==> src/rtl/seq_alu.sv <==
// seq_alu: sequential ALU with single-cycle arithmetic/logic ops, bit-serial
// shifts (one bit per cycle) and a shift-add multiplier (WIDTH cycles).
//
// Ports:
//   clk        rising-edge clock
//   reset      asynchronous active-high reset
//   start      request to begin an operation
//   operation  4-bit opcode (0 ADD,1 SUB,2 AND,3 OR,4 XOR,5 SHL,6 SHR,7 SAR,
//              8 MUL,9 CMP, 10-15 undefined -> result 0, flags 1000)
//   operand1   first operand
//   operand2   second operand; shift count is operand2[SW-1:0]
//   busy       high while a shift or multiply is in progress
//   done       one-cycle pulse in the cycle after result/flags update
//   result     registered result, held between done pulses
//   flags      registered {Z,N,C,V}
//   dbg_state  current FSM state (IDLE=0, SHIFT=1, MUL=2)
//
// Handshake: start is accepted on a rising edge where start=1 and busy=0;
// operation/operands are sampled on that same edge. A start seen while busy=1
// is dropped without effect. busy is low in the cycle done is high, so a new
// start may be accepted then.
module seq_alu #(
  parameter int WIDTH = 16,
  parameter int SW    = 4
) (
  input  logic             clk,
  input  logic             reset,
  input  logic             start,
  input  logic [3:0]       operation,
  input  logic [WIDTH-1:0] operand1,
  input  logic [WIDTH-1:0] operand2,
  output logic             busy,
  output logic             done,
  output logic [WIDTH-1:0] result,
  output logic [3:0]       flags,
  output logic [1:0]       dbg_state
);

  localparam logic [3:0] OP_ADD = 4'd0;
  localparam logic [3:0] OP_SUB = 4'd1;
  localparam logic [3:0] OP_AND = 4'd2;
  localparam logic [3:0] OP_OR  = 4'd3;
  localparam logic [3:0] OP_XOR = 4'd4;
  localparam logic [3:0] OP_SHL = 4'd5;
  localparam logic [3:0] OP_SHR = 4'd6;
  localparam logic [3:0] OP_SAR = 4'd7;
  localparam logic [3:0] OP_MUL = 4'd8;
  localparam logic [3:0] OP_CMP = 4'd9;

  localparam logic [SW-1:0] cnt_one  = SW'(1);
  localparam logic [SW-1:0] mul_last = SW'(WIDTH - 1);

  typedef enum logic [1:0] {IDLE = 2'd0, SHIFT = 2'd1, MUL = 2'd2} state_t;

  state_t state_q, state_d;

  logic [3:0]         op_q;
  logic [WIDTH-1:0]   work;
  logic [WIDTH-1:0]   mcand;
  logic [2*WIDTH-1:0] acc;
  logic [SW-1:0]      cnt;

  logic               accept;
  logic               is_shift_in;
  logic [SW-1:0]      shift_cnt;

  assign shift_cnt   = operand2[SW-1:0];
  assign is_shift_in = (operation == OP_SHL) || (operation == OP_SHR) ||
                       (operation == OP_SAR);
  assign accept      = start && (state_q == IDLE);
  assign busy        = (state_q != IDLE);
  assign dbg_state   = state_q;

  // Single-cycle datapath, evaluated on the incoming operands.
  logic [WIDTH:0]   sum, diff;
  logic [WIDTH-1:0] alu_r;
  logic             alu_c, alu_v;
  logic [3:0]       alu_flags;

  always_comb begin
    sum   = {1'b0, operand1} + {1'b0, operand2};
    diff  = {1'b0, operand1} - {1'b0, operand2};
    alu_r = '0;
    alu_c = 1'b0;
    alu_v = 1'b0;
    case (operation)
      OP_ADD: begin
        alu_r = sum[WIDTH-1:0];
        alu_c = sum[WIDTH];
        alu_v = (operand1[WIDTH-1] == operand2[WIDTH-1]) &&
                (sum[WIDTH-1] != operand1[WIDTH-1]);
      end
      OP_SUB, OP_CMP: begin
        // diff[WIDTH] is the borrow: set when operand1 < operand2 unsigned.
        alu_r = diff[WIDTH-1:0];
        alu_c = diff[WIDTH];
        alu_v = (operand1[WIDTH-1] != operand2[WIDTH-1]) &&
                (diff[WIDTH-1] != operand1[WIDTH-1]);
      end
      OP_AND: alu_r = operand1 & operand2;
      OP_OR:  alu_r = operand1 | operand2;
      OP_XOR: alu_r = operand1 ^ operand2;
      // Only the count-0 case finishes here: result passes operand1, C=0.
      OP_SHL, OP_SHR, OP_SAR: alu_r = operand1;
      default: alu_r = '0;  // undefined opcodes: Z=1 falls out of result=0
    endcase
    alu_flags = {(alu_r == '0), alu_r[WIDTH-1], alu_c, alu_v};
  end

  // One shift step on the working register; sh_out is the bit leaving it.
  logic [WIDTH-1:0] sh_next;
  logic             sh_out;

  always_comb begin
    sh_next = {1'b0, work[WIDTH-1:1]};
    sh_out  = work[0];
    case (op_q)
      OP_SHL: begin
        sh_next = {work[WIDTH-2:0], 1'b0};
        sh_out  = work[WIDTH-1];
      end
      OP_SAR: sh_next = {work[WIDTH-1], work[WIDTH-1:1]};
      default: ;
    endcase
  end

  // Shift-add multiply step. acc holds {partial product, remaining
  // multiplier bits}; each step conditionally adds the multiplicand to the
  // upper half and shifts the whole accumulator right by one.
  logic [WIDTH:0]     mul_sum;
  logic [2*WIDTH-1:0] acc_next;

  always_comb begin
    mul_sum  = {1'b0, acc[2*WIDTH-1:WIDTH]} +
               (acc[0] ? {1'b0, mcand} : {(WIDTH+1){1'b0}});
    acc_next = {mul_sum, acc[WIDTH-1:1]};
  end

  // FSM next state
  always_comb begin
    state_d = state_q;
    case (state_q)
      IDLE: begin
        if (accept) begin
          if (is_shift_in && (shift_cnt != '0)) state_d = SHIFT;
          else if (operation == OP_MUL)          state_d = MUL;
        end
      end
      SHIFT, MUL: if (cnt == '0) state_d = IDLE;
      default: state_d = IDLE;
    endcase
  end

  always_ff @(posedge clk or posedge reset) begin
    if (reset) state_q <= IDLE;
    else       state_q <= state_d;
  end

  // Datapath registers. cnt counts remaining steps minus one, so the final
  // step is the one taken with cnt == 0.
  always_ff @(posedge clk or posedge reset) begin
    if (reset) begin
      op_q   <= '0;
      work   <= '0;
      mcand  <= '0;
      acc    <= '0;
      cnt    <= '0;
      result <= '0;
      flags  <= '0;
      done   <= 1'b0;
    end else begin
      done <= 1'b0;
      case (state_q)
        IDLE: begin
          if (accept) begin
            op_q <= operation;
            if (operation == OP_MUL) begin
              mcand <= operand1;
              acc   <= {{WIDTH{1'b0}}, operand2};
              cnt   <= mul_last;
            end else if (is_shift_in && (shift_cnt != '0)) begin
              work <= operand1;
              cnt  <= shift_cnt - cnt_one;
            end else begin
              // CMP only updates flags; result keeps its previous value.
              if (operation != OP_CMP) result <= alu_r;
              flags <= alu_flags;
              done  <= 1'b1;
            end
          end
        end
        SHIFT: begin
          work <= sh_next;
          cnt  <= cnt - cnt_one;
          if (cnt == '0) begin
            result <= sh_next;
            flags  <= {(sh_next == '0), sh_next[WIDTH-1], sh_out, 1'b0};
            done   <= 1'b1;
          end
        end
        MUL: begin
          acc <= acc_next;
          cnt <= cnt - cnt_one;
          if (cnt == '0) begin
            result <= acc_next[WIDTH-1:0];
            flags  <= {(acc_next[WIDTH-1:0] == '0), acc_next[WIDTH-1],
                       (acc_next[2*WIDTH-1:WIDTH] != '0), 1'b0};
            done   <= 1'b1;
          end
        end
        default: ;
      endcase
    end
  end

endmodule
==> config.mk <==
export PLATFORM = sky130hd
export DESIGN_NAME = seq_alu
export DESIGN_NICKNAME = d
export VERILOG_FILES = /design/src/rtl/seq_alu.sv
export SDC_FILE = /design/constraint.sdc
export NUM_CORES = 1
export LEC_CHECK = 0
export CORE_AREA = 5 5 102 152
export DETAILED_ROUTE_END_ITERATION = 8
export DIE_AREA = 0 0 107 157
export PLACE_DENSITY_LB_ADDON = 0.2
export SYNTH_ARGS = -nofsm -noshare
export SYNTH_HDL_FRONTEND = slang
export SYNTH_SLANG_ARGS = --single-unit
==> constraint.sdc <==
create_clock -name clk -period 6.3 [get_ports clk]
set_input_delay 1.26 -clock clk [delete_from_list [all_inputs] [get_ports clk]]
set_output_delay 1.26 -clock clk [all_outputs]
set_load 0.03 [all_outputs]
# After elaboration in Yosys (flattened, before gate mapping)
# Index checks and enable logic that the tools add are counted.
# classes
n_reduce_logical	30
addsub	5
eq_ne	28
n_mux	40
bitwise_logic	3
# ops
op	count
16-bit two-way mux	10
16-bit one-hot mux with 6 select lines	1
32-bit two-way mux	2
16-bit one-hot mux with 2 select lines	2
32-bit one-hot mux with 2 select lines	1
16-bit logical NOT	3
16-bit one-hot mux with 3 select lines	1
16-bit by 16-bit adder with 17-bit output	2
4-bit two-way mux	8
4-bit by 3-bit == test with 1-bit output, second input constant	6
16-bit by 16-bit subtractor with 17-bit output	1
16-bit bitwise AND	1
16-bit bitwise OR	1
16-bit nonzero test	1
16-bit bitwise XOR	1
4-bit one-hot mux with 3 select lines	1
3-bit AND reduction	4
2-bit inequality test, second input constant	5
4-bit by 2-bit == test with 1-bit output, second input constant	2
4-bit == test, second input constant	2
4-bit logical NOT	2
2-bit two-way mux	4
2-bit by 1-bit inequality test with 1-bit output, second input constant	4
4-bit one-hot mux with 2 select lines	1
other kinds (23)	40
# word_totals
ff_bits	95
input_bits	39
output_inout_bits	24
wordCells	115

# Depth between registers and ports, before layout
# Gate-level depths: netlist of run 1.
# depth
depth_word	8
ltp_mapped	13
mapped_depth_nobuf	13

# Worst setup path after synthesis of run 1
# OpenSTA, ideal clock, no wires.
# synth_timing
kind	input to register
from	in operand2[1]
to	reg result[13]
n_path_buf	0
slack_ns	2.576
t_required_ns	6.179
path_stages	11
setup_time_ns	0.121
arrival_ns	3.603
cell_sequence	inv_1 > ha_1 > o21ba_1 > nor4_1 > or3_1 > a21boi_1 > or3_1 > a221o_1 > and3_1 > a211o_1 > a22o_1
# synth_via
elab_chain_cells	7
elab_cells_between_ends	12
cone_classes	add/sub: 2; eq/ne: 1; mux: 6; reduce/logical: 3
# synth_lines
element	line_no	text
from (decl)	31	input logic [WIDTH-1:0] operand2,
16-bit by 16-bit subtractor with 17-bit output or 16-bit by 16-bit adder with 17-bit output (tied branches)	82, 81	
16-bit one-hot mux with 6 select lines	86	case (operation)
16-bit two-way mux	186	if (operation != OP_CMP) result <= alu_r;
16-bit two-way mux	181	end else if (is_shift_in && (shift_cnt != '0)) begin
16-bit two-way mux	177	if (operation == OP_MUL) begin
16-bit two-way mux	175	if (accept) begin
16-bit one-hot mux with 3 select lines	173	case (state_q)
to (signal assigned)	186	
to (signal assigned)	196	result <= sh_next;
to (signal assigned)	205	result <= acc_next[WIDTH-1:0];
to (decl)	34	output logic [WIDTH-1:0] result,
# Parallel ways exist; a longest one is shown, timed or not. The select of a mux whose other input is x is not followed.
# A chain may end at the register's enable or synchronous reset.

# Worst setup path after layout of run 1
# layout_timing
from	in operand1[0]
to	reg result[12]
# layout_via
elab_chain_cells	7
elab_cells_between_ends	8
cone_classes	add/sub: 2; mux: 6
# layout_lines
element	line_no	text
from (decl)	30	input logic [WIDTH-1:0] operand1,
16-bit by 16-bit subtractor with 17-bit output or 16-bit by 16-bit adder with 17-bit output (tied branches)	82, 81	
16-bit one-hot mux with 6 select lines *	86	
16-bit two-way mux *	186	
16-bit two-way mux *	181	
16-bit two-way mux *	177	
16-bit two-way mux *	175	
16-bit one-hot mux with 3 select lines *	173	
# Every way passes the cells marked *; elsewhere a longest branch is shown, timed or not. The select of a mux whose other input is x is not followed.

==> results of run 1 <==
## worst max-delay path by stage
| stage | endpoint | slack (ns) | cells past startpoint |
|---|---|---|---|
| floorplan | acc[0] | 2.56 | 1 |
| CTS | result[13] | 1.92 | 12 |
| detailed placement | result[13] | 1.55 | 12 |
| finish | result[12] | 1.84 | 13 |
| global placement | result[13] | 1.60 | 12 |
| global route | result[12] | 1.69 | 13 |
## power by group
part           leakage, uW  internal (uW)  switching (uW)  total [uW]
Clock             0.000154            318             269         587
Sequential         0.00118            897             217        1110
Combinational      0.00276            862            1380        2250
Total              0.00410           2080            1870        3950
## metal layers
metal,GRT usage (%),share of wire (%)
met1,37.27,40
met2,52.82,50
met3,3.201,6.4
met4,12.68,4.2
met5,0,0
## stage by stage
step / setup slack (ns) / total power (uW) / instances / cell area (sq um) / hold WS (ns)
global route: 1.689 / 4202 / 1199 / 9229 / 0.5075
global placement: 1.602 / 3268 / 1183 / 8916 / 0.4611
finish: 1.839 / 3947 / 1199 / 9229 / 0.4854
floorplan: 2.563 / 2620 / 1000 / 8187 / 0.4453
detailed placement: 1.551 / 3317 / 1183 / 8916 / 0.4694
CTS: 1.925 / 3917 / 1199 / 9229 / 0.4862
## area by class of cell
cell class	instances	area (sq um)	area share [%]
clock buffer	9	225.2	2.440
clock inverter	7	87.58	0.9490
inverter	65	246.5	2.671
multi-input combinational	783	5368	58.16
sequential	95	2377	25.76
tap	165	206.4	2.237
timing repair buffer	75	718.2	7.782
## flip-flops by register name, indices dropped and copies added (netlist names)
signal and cells:
acc 32, mcand 16, result 16, work 16, cnt 4, flags 4
op_q 4, dbg_state 2, done 1
## kinds of logic after synthesis
family / synth area share, %
and+or+nand+nor: 20.20
AOI/OAI and AO/OA: 25.68
buffers and inverters: 5.838
DFF: 29.04
adders and majority gates: 11.89
muxes: 5.640
xor gates and xnor gates: 1.712
## worst max-delay path: cells and delay by family
| kind | cells | cell delay (ns) |
|---|---|---|
| adder cells (fa/ha/maj) | 2 | 0.70 |
| buffers and inverters | 2 | 0.67 |
| multiplexers | 1 | 0.30 |
| AO/OA/AOI/OAI | 4 | 0.97 |
| AND/OR/NAND/NOR | 4 | 0.79 |
## cells in the final DEF, fill, tap and decap left out, types with 13 or more instances in the layout
cell type,instances
buf_4,13
a21oi_1,55
clkdlybuf4s50_1,62
a21o_1,17
and2_1,22
nand3_1,23
a31oi_1,25
nand2_1,104
dfrtp_1,95
nor3_1,17
o21ai_0,72
ha_1,73
nor2b_1,13
mux2_2,23
mux2i_1,18
nor2_1,79
inv_1,64
o211ai_1,14
==> flow_metrics.tcl, run 1 <==
set metrics [dict create \
    tightest_slew_ns 1.220 \
    cap_violations 0 \
    antenna_found_initial 0 \
    worstHoldStart "result[0]" \
    synth_commonest_cells "nand2_1, dfrtp_1, nor2_1, ha_1, o21ai_0" \
    cts_num_sinks 95 \
    drtIter0Drc 873 \
    cts_buffer_depth 2 \
    cts_htree_levels 3 \
    setup_viol 0 \
    start_util_pct 58.79 \
    syn_nets 1115 \
    fin_setup_tns_ns 0 \
    gp_congestion 0.9695 \
    drv_slew 0 \
    drtPass1Iterations 5 \
    crit_chain "clkdlybuf4s50_1 -> ha_1 -> inv_1 -> fa_1 -> nor2b_1 -> o2111ai_1 -> and3_1 -> o31ai_1 -> nor2_1 -> o32a_1 -> nor3_1 -> a31oi_1 -> mux2_1" \
    synth.top_cells.by_area "dfrtp_1, ha_1, nand2_1, o21ai_0, nor2_1" \
    ys_warn_count 0 \
    diodes 0 \
    hold_depth 1 \
    cts_tree "yes" \
    r2r_cells 11 \
    core_area_sq_mm 0.01393 \
    cts_resized 0 \
    clock_latency_ns 0.35 \
    finalCritPeriodShare_pct 70.80 \
    finalHoldViolCount 0 \
    viasPerCell 6.617 \
    min_period_ns 4.461 \
    hpwl_um 18920 \
    r2r_start "dbg_state[1]" \
    dr_total_vias 7934 \
    grt_use_total_pct 29.99 \
    yosys_most_used_dff "dfrtp_1" \
    r2r_slack_ns 2.43 \
    post_cts_buffers 0 \
    grt_max_degree 65 \
    area_growth_pct 12.73 \
    hp-class "reg -> reg" \
    clkTransAtPathRegs_ns 0.08 \
    synth_cell_types 78 \
    nFillCells 1187 \
    finClkSkew_ns 0.01042 \
    clock-root-buffer "clkbuf_16" \
    nNetsFinal 1144 \
    min_to "result[0]" \
    setup.worst_path.class "in -> reg" \
    outcome "completed" \
    grt_overflow 0 \
    p_leak_uw 0.004099 \
    die_w_um 107 \
    numCtsBuffers 9 \
    arrival_ns 4.70 \
    syn-cell-area_sq_mm 0.008187 \
    cp-start-kind "input pin" \
    ant_nets 0 \
    dieArea_sq_mm 0.01680 \
    max_stage_delay_ns 0.59 \
    crit_start "operand1[0]" \
    p_per_area_mw_per_mm2 427.7 \
    synth_top_area_share_pct 29.04 \
    drive_above_1_share_pct 6.673 \
    rsz0062_at_grt "false" \
    portBuffers 62 \
    grt_pass1_wl_um 40040 \
    syn_avg_cell_area_sq_um 8.187 \
    grt_pass1_vias 7722 \
    cp.required_ns 6.54 \
    postLayoutCoreUtil_pct 66.27 \
    pin_count 63 \
    slew-limit-headroom_pct 18.48 \
    synth_edf_count 0 \
    cp_slowest_cell "clkdlybuf4s50_1" \
    crit_path_max_fanout 5 \
    drc 0 \
    yosys.area.top_type "dfrtp_1" \
    peakVddDrop_uv 201.7 \
    wire_per_inst_um 20.96 \
    yosysSeqAreaShare_pct 29.04 \
    reg2reg_to "flags[3]" \
    endpoint_kind "register" \
    wl_um 25130 \
    synthCells 1000 \
    num_rows 53 \
    synth_most_common_cell "nand2_1" \
    async_reset_ff_share_pct 100.0 \
    ys_seq_elements 95 \
    cts_hold_buffers 0 \
    max_clock_freq_mhz 224.2 \
    die_y_um 157 \
]
No activity file was read; power rests on OpenSTA's default activity.
==> run 2: changes to the inputs <==
--- a/config.mk
+++ b/config.mk
@@ -5,9 +5,9 @@
 export SDC_FILE = /design/constraint.sdc
 export NUM_CORES = 1
 export LEC_CHECK = 0
-export CORE_AREA = 5 5 102 152
+export CORE_AREA = 5 5 107 159
 export DETAILED_ROUTE_END_ITERATION = 8
-export DIE_AREA = 0 0 107 157
+export DIE_AREA = 0 0 112 164
 export PLACE_DENSITY_LB_ADDON = 0.2
 export SYNTH_ARGS = -nofsm -noshare
 export SYNTH_HDL_FRONTEND = slang
==> constraint.sdc (replaced) <==
create_clock -name clk -period 4 [get_ports clk]
set_input_delay 0.8 -clock clk [delete_from_list [all_inputs] [get_ports clk]]
set_output_delay 0.8 -clock clk [all_outputs]
set_load 0.03 [all_outputs]
==> flow_metrics.tcl, run 2 (synthesis results as in run 1) <==
set metrics [dict create \
    setup_viol 0 \
    core_area_sq_mm 0.01548 \
    diodes 0 \
    cts_resized 0 \
    outcome "completed" \
    grt_pass1_wl_um 42810 \
    cts_htree_levels 3 \
    grt_pass1_vias 8146 \
    slew-limit-headroom_pct 30.13 \
    peakVddDrop_uv 318.0 \
    numCtsBuffers 9 \
    cts_tree "yes" \
    cap_violations 0 \
    min_period_ns 3.727 \
    finalHoldViolCount 0 \
    rsz0062_at_grt "false" \
    fin_setup_tns_ns 0 \
    dr_total_vias 8158 \
    drc 0 \
    cts_num_sinks 95 \
    p_leak_uw 0.004475 \
    top_register "acc" \
    arrival_ns 3.96 \
    place_worst_setup_slack_ns 0.01097 \
    clock-root-buffer "clkbuf_16" \
    p_clk_share_pct 13.7 \
    power.switching_uw 2970 \
    area_growth_pct 20.46 \
    die_y_um 164 \
    portBuffers 62 \
    dieArea_sq_mm 0.01837 \
    die_w_um 112 \
    wire_per_inst_um 20.37 \
    num_rows 56 \
    endpoint_kind "register" \
    clock_latency_ns 0.35 \
    drive_above_1_share_pct 13.22 \
    cp-start-kind "register" \
    grt_use_total_pct 29.19 \
    gp_congestion 0.9924 \
    seqPwrFrac_pct 27.9 \
    nFillCells 1405 \
    start_util_pct 52.87 \
    post_cts_buffers 0 \
    finClkSkew_ns 0.01222 \
    antenna_found_initial 0 \
    p_per_area_mw_per_mm2 637.6 \
    max_clock_freq_mhz 268.3 \
    mostFrequentLayoutCell "nand2_1" \
    ant_nets 0 \
    p_comb_share_pct 58.4 \
    drv_slew 0 \
    clkTransAtPathRegs_ns 0.08 \
    finalCritPeriodShare_pct 93.17 \
    setup.worst_path.class "reg -> reg" \
    nNetsFinal 1222 \
    cts_hold_buffers 0 \
    cp.required_ns 4.23 \
    hold_ws_ns 0.4795 \
    hpwl_um 21210 \
    grt_overflow 0 \
    pin_count 63 \
    layout_setup_ws_ns 0.2732 \
    largest_reg_flops 32 \
    drtPass1Iterations 5 \
    grt_max_degree 51 \
    cts_buffer_depth 2 \
    tightest_slew_ns 1.045 \
    crit_path_max_fanout 17 \
    drtIter0Drc 760 \
    netSwitchingFraction_pct 47.24 \
    viasPerCell 6.204 \
    hp-class "reg -> reg" \
    mostFrequentLayoutCells "nand2_1, dfrtp_1, buf_4, nor2_1, ha_1" \
    wl_um 26780 \
    internal_power_uw 3317 \
]
## run 2: stage by stage
stage               total power, uW  util, %  cell area [sq um]  instances
global route                   6723    63.69               9862       1315
detailed placement             5383    61.83               9574       1299
global placement               5319    61.83               9574       1299
CTS                            6265    63.69               9862       1315
floorplan                      4126        -               8187       1000
finish                         6288    63.69               9862       1315
## run 2: area by class of cell
cell class	count	area [sq um]	area share (%)
Tap cell	203	254.0	2.575
Timing Repair Buffer	153	1329	13.47
Inverter	65	246.5	2.499
Sequential cell	95	2377	24.11
Clock inverter	7	62.56	0.6344
Multi-Input combinational cell	783	5368	54.43
Clock buffer	9	225.2	2.284
## run 2: worst max-delay path, cell delays in order (launching register included)
cell and delay (ns):
dfrtp_1 0.56, and2_1 0.26, ha_1 0.22, inv_1 0.08, fa_1 0.20, nor2b_1 0.07, o31a_1 0.28, or4_1 0.54
a31oi_2 0.27, nor3_1 0.09, a311oi_1 0.29, o2111ai_1 0.16, nor4b_1 0.46, o31ai_1 0.11
## run 2: path summary, 6_finish.rpt
path / startpoint / endpoint / slack [ns] / cells past startpoint
setup / recovery: acc[0] / flags[1] / 0.27 / 13
hold / removal: result[1] / result[1] / 0.48 / 2
setup reg to reg: acc[0] / flags[1] / 0.27 / 13
hold reg to reg: result[1] / result[1] / 0.48 / 2
max in group asynchronous: reset / acc[29] / 2.38 / 3
min in group asynchronous: reset / mcand[1] / 0.91 / 2
## run 2: power by group through the flow
stage | sequential [uW] | clock (uW) | combinational (uW)
6_report | 1750 | 863 | 3670
5_1_grt | 1800 | 915 | 4010
4_1_cts | 1750 | 874 | 3640
3_5_place_dp | 1760 | 0 | 3620
3_3_place_gp | 1740 | 0 | 3580
2_1_floorplan | 1840 | 0 | 2280
## run 2: metal layers
layer  vias up  share of wire (%)  GRT usage [%]
met4         0                3.2          11.21
met1      3923                 40          36.51
li1       3866                  -              -
met5         -                  0              0
met2       318                 51          52.37
met3        51                6.0          2.322
==> run 3: changes to the inputs <==
--- a/config.mk
+++ b/config.mk
@@ -5,9 +5,9 @@
 export SDC_FILE = /design/constraint.sdc
 export NUM_CORES = 1
 export LEC_CHECK = 0
-export CORE_AREA = 5 5 107 159
+export CORE_AREA = 5 5 102 152
 export DETAILED_ROUTE_END_ITERATION = 8
-export DIE_AREA = 0 0 112 164
+export DIE_AREA = 0 0 107 157
 export PLACE_DENSITY_LB_ADDON = 0.2
 export SYNTH_ARGS = -nofsm -noshare
 export SYNTH_HDL_FRONTEND = slang
==> constraint.sdc (replaced) <==
create_clock -name clk -period 4.4 [get_ports clk]
set_input_delay 0.88 -clock clk [delete_from_list [all_inputs] [get_ports clk]]
set_output_delay 0.88 -clock clk [all_outputs]
set_load 0.03 [all_outputs]
==> flow_metrics.tcl, run 3 (synthesis results as in run 1) <==
set metrics [dict create \
    core_area_sq_mm 0.01393 \
    hpwl_um 19900 \
    cp-start-kind "input pin" \
    setup_viol 0 \
    drtPass1Iterations 8 \
    p_per_area_mw_per_mm2 614.8 \
    outcome "completed" \
    clock_latency_ns 0.35 \
    endpoint_kind "register" \
    hold_ws_ns 0.4846 \
    final_cells 1235 \
    dieArea_sq_mm 0.01680 \
    gp_congestion 0.9909 \
    ant_nets 0 \
    finClkSkew_ns 0.01280 \
    hp-class "reg -> reg" \
    cpLargestDelayFamily "compound AO/OA/AOI/OAI gates" \
    area_growth_pct 16.77 \
    drc 0 \
    finalHoldViolCount 0 \
    portBuffers 62 \
    clock-root-buffer "clkbuf_16" \
    crit_path_max_fanout 5 \
    peakVddDrop_uv 277.6 \
    min_period_ns 3.955 \
    cts_num_sinks 95 \
    numCtsBuffers 9 \
    largest_reg_flops 32 \
    diodes 0 \
    cts_htree_levels 3 \
    grt_pass1_wl_um 41210 \
    placed_area_sq_mm 0.009194 \
    grt_overflow 0 \
    finalCritPeriodShare_pct 89.88 \
    mostFrequentLayoutCells "nand2_1, dfrtp_1, nor2_1, ha_1, o21ai_0" \
    cp_num_buf_inv 2 \
    max_clock_freq_mhz 252.9 \
    p_leak_uw 0.004300 \
    dp_cells 1220 \
    pin_count 63 \
    grt_pass1_vias 7899 \
    top_register "acc" \
    grt_max_degree 66 \
    wire_per_inst_um 21.07 \
    cp_slowest_cell "clkdlybuf4s50_1" \
    crit_chain "clkdlybuf4s50_1 -> ha_1 -> inv_1 -> fa_1 -> nor2b_1 -> o2111ai_1 -> and3_1 -> o31ai_1 -> nor2_1 -> o32a_1 -> nor3_1 -> a31oi_1 -> mux2_1" \
    cp.required_ns 4.63 \
    cts_resized 0 \
    die_w_um 107 \
    nNetsFinal 1181 \
    grt_use_total_pct 31.14 \
    drv_slew 0 \
    cts_tree "yes" \
    antenna_found_initial 0 \
    arrival_ns 4.18 \
    fin_area_sq_mm 0.009559 \
    mostFrequentLayoutCell "nand2_1" \
    start_util_pct 58.79 \
    rsz0062_at_grt "false" \
    tightest_slew_ns 0.8722 \
    viasPerCell 6.511 \
    drtIter0Drc 750 \
    cap_violations 0 \
    fin_setup_tns_ns 0 \
    r2r_slack_ns 0.53 \
    drive_above_1_share_pct 9.813 \
    slew-limit-headroom_pct 41.85 \
    cts_hold_buffers 0 \
    num_rows 53 \
    wl_um 26020 \
    clkTransAtPathRegs_ns 0.07 \
    setup.worst_path.class "in -> reg" \
    max_stage_delay_ns 0.57 \
    cts_buffer_depth 2 \
    dr_total_vias 8041 \
    die_y_um 157 \
    post_cts_buffers 0 \
]
## run 3: changes by cell type in the layout (fill, tap and decap cells not counted)
cell / change
buf_12: -2
buf_4: -39
bufinv_16: +4
clkinv_2: -1
clkinv_4: -2
inv_6: -1
inv_8: -1
## run 3: final cells by class
cell class	instances	area (sq um)
fillers	1158	4367
well taps	165	206.4
clock buffers	9	225.2
inverters	65	246.5
multi-input cells	783	5368
repair buffers	112	996.0
flip-flops and latches	95	2377
clock inverters	6	140.1
## run 3: through the flow
stage                     util [%]  total power [uW]  worst slack [ns]
after floorplan                  -              3751             1.043
after global placement       66.02              4780            0.2630
after detailed placement     66.02              4847            0.1922
after CTS                    68.64              5847            0.5358
after global routing         68.64              6267            0.2250
final                        68.64              5877            0.4453
## run 3: path summary, 6_finish.rpt
kind | from | to | cells after the start
setup / recovery | operand2[0] | result[12] | 13
hold / removal | result[14] | result[14] | 2
setup reg to reg | acc[0] | flags[1] | 13
hold reg to reg | result[14] | result[14] | 2
max in group asynchronous | reset | acc[13] | 3
min in group asynchronous | reset | cnt[2] | 2
## run 3: where the power goes
part | internal, uW | switching [uW] | total (uW)
clock | 617 | 365 | 982
sequential | 1280 | 312 | 1600
combinational | 1300 | 2000 | 3300
total | 3210 | 2670 | 5880
## run 3: tightest hold or removal path, delay by kind of cell, from the launching register on
kind               cells  cell delay (ns)
and+or+nand+nor        1             0.05
AOI/OAI and AO/OA      1             0.05
DFF                    1             0.35
## run 3: routing by layer
layer / vias to the layer above / GRT usage (%) / wire length [um] / part of all wire, %
li1: 3778 / - / - / -
met1: 3795 / 38.95 / 10330 / 40
met2: 375 / 53.57 / 12620 / 49
met3: 93 / 3.365 / 1829 / 7.0
met4: 0 / 15.05 / 1241 / 4.8
met5: - / 0 / 0 / 0
